--- src/rtl/tone_sample_gen.sv ---
// rtl/tone_sample_gen.sv - square-wave tone sample source feeding an audio codec write port
module tone_sample_gen #(
    parameter logic [23:0] AMP = 24'h100000,
    parameter int          W   = 24
) (
    input  logic         clk,
    input  logic         reset,
    input  logic [W-1:0] period,
    input  logic         enable,
    input  logic         write_ready,
    output logic         write,
    output logic [23:0]  writedata_left,
    output logic [23:0]  writedata_right,
    output logic         half_tick,
    output logic         busy
);

    typedef enum logic [1:0] {
        S_IDLE  = 2'd0,
        S_RUN   = 2'd1,
        S_DRAIN = 2'd2
    } state_t;

    localparam logic [23:0] NEG_AMP = ~AMP + 24'd1;

    state_t       state_q, state_d;
    logic [W-1:0] cnt_q, cnt_d;
    logic [W-1:0] per_l_q, per_l_d;
    logic         phase_q, phase_d;     // 1 = HIGH half-wave, 0 = LOW half-wave
    logic [23:0]  wdata_q, wdata_d;
    logic         half_tick_q, half_tick_d;

    logic [W-1:0] eff_period;
    logic         accept;
    logic         at_end;

    // A zero period would never reach its boundary, so it is treated as one sample.
    assign eff_period = (period == '0) ? W'(1) : period;

    assign write  = (state_q != S_IDLE) && write_ready;
    assign accept = write;
    assign at_end = (cnt_q == (per_l_q - W'(1)));

    // Next-state logic: counter, phase and latched period only move on an accepted sample.
    always_comb begin
        state_d     = state_q;
        cnt_d       = cnt_q;
        per_l_d     = per_l_q;
        phase_d     = phase_q;
        half_tick_d = 1'b0;

        case (state_q)
            S_IDLE: begin
                if (enable) begin
                    state_d = S_RUN;
                    cnt_d   = '0;
                    phase_d = 1'b1;
                    per_l_d = eff_period;
                end
            end
            S_RUN: begin
                if (accept) begin
                    if (at_end) begin
                        cnt_d       = '0;
                        per_l_d     = eff_period;
                        phase_d     = ~phase_q;
                        half_tick_d = 1'b1;
                    end else begin
                        cnt_d = cnt_q + W'(1);
                    end
                end
                if (!enable) begin
                    state_d = S_DRAIN;
                end
            end
            S_DRAIN: begin
                // The half-wave in flight is finished, then the tone stops on its boundary.
                if (accept && at_end) begin
                    cnt_d   = '0;
                    per_l_d = eff_period;
                    phase_d = 1'b1;
                    state_d = S_IDLE;
                end else begin
                    if (accept) begin
                        cnt_d = cnt_q + W'(1);
                    end
                    if (enable) begin
                        state_d = S_RUN;
                    end
                end
            end
            default: begin
                state_d = S_IDLE;
                cnt_d   = '0;
                phase_d = 1'b1;
                per_l_d = W'(1);
            end
        endcase

        if (state_d == S_IDLE) begin
            wdata_d = 24'd0;
        end else if (phase_d) begin
            wdata_d = AMP;
        end else begin
            wdata_d = NEG_AMP;
        end
    end

    // State register with synchronous reset taking precedence over all inputs.
    always_ff @(posedge clk) begin
        if (reset) begin
            state_q     <= S_IDLE;
            cnt_q       <= '0;
            per_l_q     <= W'(1);
            phase_q     <= 1'b1;
            wdata_q     <= 24'd0;
            half_tick_q <= 1'b0;
        end else begin
            state_q     <= state_d;
            cnt_q       <= cnt_d;
            per_l_q     <= per_l_d;
            phase_q     <= phase_d;
            wdata_q     <= wdata_d;
            half_tick_q <= half_tick_d;
        end
    end

    assign writedata_left  = wdata_q;
    assign writedata_right = wdata_q;
    assign half_tick       = half_tick_q;
    assign busy            = (state_q != S_IDLE);

endmodule

--- config.mk ---
export PLATFORM = sky130hd
export DESIGN_NAME = tone_sample_gen
export DESIGN_NICKNAME = d
export VERILOG_FILES = /design/src/rtl/tone_sample_gen.sv
export SDC_FILE = /design/constraint.sdc
export NUM_CORES = 1
export LEC_CHECK = 0
export CORE_UTILIZATION = 42
export CTS_BUF_LIST = sky130_fd_sc_hd__clkbuf_16
export DETAILED_ROUTE_END_ITERATION = 6
export HOLD_SLACK_MARGIN = 0.05
export PLACE_DENSITY_LB_ADDON = 0.05
export SETUP_SLACK_MARGIN = 0.02
export SLEW_MARGIN = 30
export SYNTH_ARGS = -nofsm -noshare
export SYNTH_HDL_FRONTEND = slang
export SYNTH_SLANG_ARGS = --single-unit
--- constraint.sdc ---
create_clock -name clk -period 3.2 [get_ports clk]
set_input_delay 0.64 -clock clk [delete_from_list [all_inputs] [get_ports clk]]
set_output_delay 0.64 -clock clk [all_outputs]
set_load 0.05 [all_outputs]
==> results by group <==
Status
  – Status: finished clean

Synth
  – Ys Warns: 0
  – Post-synth EDFFs: 0
  – Top post-synthesis cells by area: dfxtp_1 (27%), buf_4 (8.5%), nand3_1 (6.0%)
  – Synth Instances: approximately 520
  – Area fraction of the dominant cell type after synthesis: 0.265
  – Distinct cells, synth: 62
  – Flops & latches, synth: 54
  – Syn avg cell area: slightly below 8 sq um
  – Seq/Total Area, Yosys: 0.265
  – Leading area contributor after synthesis: dfxtp_1
  – Synth async-reset ratio: 0
  – Post-Syn Area: a little over 4000 sq um
  – Main synth FF type: dfxtp_1

Place
  – Placed Area: roughly 4500 sq um
  – Hpwl dp: 7.78 mm
  – RD Place Congestion: ~0.90
  – Dpl ws: approximately 0.069 ns
  – Port bufs: 38
  – Dpl cells: a little under 700

STA
  – Fin worst setup slack: slightly above 0.1 ns
  – Period utilization: 0.969
  – Actual slew at the worst max-slew pin: ~0.56 ns
  – RSZ-0062 raised after global routing: true
  – Final clock skew: just over 0.005 ns
  – Worst rel slew slack: 0.620
  – Final Hold Viols: 0
  – Final Max Tran Viols: 0
  – Final setup violation count: 0
  – Min cycle time layout: between 3 and 4 ns
  – Fmax: between 300 and 400 MHz
  – Final setup TNS: 0 ns

Global route
  – Initial antenna violation count: 0
  – Overall routing resource usage: 0.210
  – Met1 usage in global routing: 0.272
  – GRT busiest layer: met2
  – Largest net degree at the start of global routing: a little under 50
  – Vias in the first global route: 3345
  – Grt met3 use: 0.0229
  – Met2 usage: 0.375
  – Global-route wire length before repair: approximately 17 mm
  – Total gr overflow: 0

Route
  – Vias per cell: between 5 and 6
  – Residual DRC: 0
  – Routed wire length per instance: ~16 um
  – Initial DRC Count: about 210
  – Via Count: 3775
  – Drt pass-1 iters: 4
  – Final WL: 11.0 mm
  – Final antenna-violating net count: 0

Floorplanning
  – Row Count: 35
  – Chip height: roughly 100 um
  – Std-Cell Core Area: around 9300 sq um
  – Ports: between 70 and 80
  – Die Area: roughly 10000 sq um
  – Initial Util: 0.437
  – Die width: approximately 100 um

Setup path
  – Reg2reg end: cnt_q[7]
  – Startpoint types: flip-flop
  – CP max stage delay: between 0.5 and 0.6 ns
  – Worst path cell trace: or4_4 -> nor4_4 -> o221ai_2 -> or3b_4 -> nor4_4 -> a21boi_1 -> o21a_2 -> clkbuf_16 -> nand3_1 -> a31oi_1
  – Critical path type: flip-flop to flip-flop
  – Worst Path Max Fanout: 9
  – Critical Path AT: 3.28 ns
  – CP max stage cell: or4_4
  – Most frequent cell on the critical path: nor4_4
  – WP data required: 3.38 ns
  – Critical Path End Type: flip-flop
  – FF-to-FF Start: per_l_q[9]
  – Worst reg2reg path depth: 10
  – Worst R2R Setup Slack: ~0.10 ns

Worst hold path
  – Hold path start: per_l_q[23]
  – WHS Path Cells: 2
  – Class of the worst hold path: flip-flop to flip-flop
  – Worst Hold Path EP: per_l_q[23]

Pwr
  – Sw Ratio: 0.385
  – Net switching power of the design: between 800 and 900 uW
  – Max IR drop VDD: roughly 0.00026 V
  – P_int: 1360 uW
  – Pwr Density: around 450 nW/um^2
  – Register share of total power: 0.350
  – Clock power frac: 0.241
  – Static Leak: 0.00180 uW
  – Combinational power share: 0.408

Layout
  – Antenna Cells: 0
  – Final non-filler cell area: approximately 4900 sq um
  – Nets: roughly 600
  – Area Growth Syn to Fin: 21.3%
  – Final std cells w/o fill: 702
  – Final Util: 0.530
  – Layout cells sized above 1: 0.183

Clock network
  – CTS Hold Bufs: 0
  – CTS tree: yes
  – Total CTS buffers: 5
  – Latest clock arrival within the worst-skew pair: between 0.2 and 0.3 ns
  – Clock root buffer: clkbuf_16
  – CTS H-tree depth: 2
  – Worst-path clk slew: around 0.070 ns
  – CTS max path bufs: 2
  – # clock sinks: 54

Run
  – Max_cap viols: 0
[cells in the mapped netlist (all sizes together) (3+ instances only)]
master and n:
nor4 24, o221ai 3, nand4b 4, or3 7
a31oi 20, o21a 4, buf 56, nor2 18
o21ai 41, xnor2 11, and2 4, ha 6
and3 10, nor3 19, nand2 47, nand2b 27
clkbuf 20, nand3 55, or4 4, nand4 3
xor2 15, dfxtp 54, and4 3, inv 11
nand3b 6, nor2b 3, or3b 3, nor4b 3
a211oi 4, a21oi 12, o31ai 3
[power groups by stage]
| stage | Combinational, uW | Sequential [uW] | Clock (uW) |
|---|---|---|---|
| after floorplan | 608 | 786 | 0 |
| after global placement | 776 | 786 | 0 |
| after detailed placement | 773 | 787 | 0 |
| after CTS | 776 | 771 | 555 |
| after global routing | 973 | 783 | 578 |
| final | 904 | 776 | 535 |
[per-layer routing]
| layer | wire, um | vias to the layer above |
|---|---|---|
| met5 | 0 | - |
| met4 | 159 | 0 |
| met3 | 364 | 11 |
| met2 | 5330 | 77 |
| met1 | 5170 | 1791 |
| li1 | - | 1896 |
[flip-flops by register name (all words and copies together) (netlist names)]
name            cells
cnt_q              24
half_tick           1
per_l_q            24
phase_q             1
state_q             2
writedata_left      2
[cell type report]
cell class / count / area, sq um
fillers: 886 / 4390
well taps: 129 / 161
clock buffers: 5 / 125
flip-flops and latches: 54 / 1090
repair buffers: 81 / 806
inverters: 11 / 43.8
multi-input cells: 419 / 2700
clock inverters: 3 / 16.3
[through the flow]
step / hold WS [ns] / total power [uW]
finish: 0.489 / 2220
global route: 0.520 / 2330
floorplan: 0.454 / 1390
global placement: 0.475 / 1560
CTS: 0.491 / 2100
detailed placement: 0.482 / 1560
[worst max path at each step]
stage / startpoint / end / slack (ns) / depth (start not counted)
2_1_floorplan: per_l_q[5] / cnt_q[7] / 0.26 / 13
3_3_place_gp: per_l_q[1] / per_l_q[15] / 0.11 / 12
3_5_place_dp: per_l_q[1] / cnt_q[4] / 0.07 / 12
4_1_cts: per_l_q[1] / writedata_left[22] / 0.07 / 11
5_1_grt: per_l_q[9] / cnt_q[2] / -0.01 / 10
6_report: per_l_q[9] / cnt_q[7] / 0.10 / 10
[cells in the final DEF (no fill, tap or decap), types with 4 or more instances in the layout]
cell type / instances
o21ai_2: 11
nand4b_1: 4
o21ai_0: 23
nand3_1: 48
nor4_1: 16
buf_4: 34
nand2_1: 47
nand3_2: 7
buf_6: 4
nor2_1: 18
conb_1: 40
ha_1: 5
clkdlybuf4s50_1: 37
xnor2_1: 11
and2_1: 4
nor4_2: 5
nand2b_1: 27
inv_1: 9
o21ai_1: 7
xor2_1: 15
a21oi_1: 10
or3_1: 5
dfxtp_1: 49
and3_1: 10
a31oi_1: 20
nor3_1: 19
clkbuf_16: 8
[what timing repair did]
action / CTS / global route
setup buffers: 0 / 13
resized for setup: 0 / 35
setup endpoints to repair: 0 / 52
[critical path: cells and delay by family (launching register included)]
| family | cells | cell delay, ns |
|---|---|---|
| and+or+nand+nor | 5 | 1.72 |
| DFF | 1 | 0.36 |
| buffers and inverters | 1 | 0.21 |
| AOI/OAI and AO/OA | 4 | 0.69 |
[cells by family (layout without fill, tap and decap cells)]
kind of cell | count (synthesis) | count (layout) | synth area share
AOI/OAI and AO/OA | 99 | 99 | 0.158
xor gates and xnor gates | 27 | 27 | 0.0614
adders and majority gates | 6 | 6 | 0.0184
buffers and inverters | 87 | 100 | 0.141
DFF | 54 | 54 | 0.265
other | 1 | 40 | 0.000920
and+or+nand+nor | 247 | 247 | 0.356
Power figures use the tool's default switching activity.
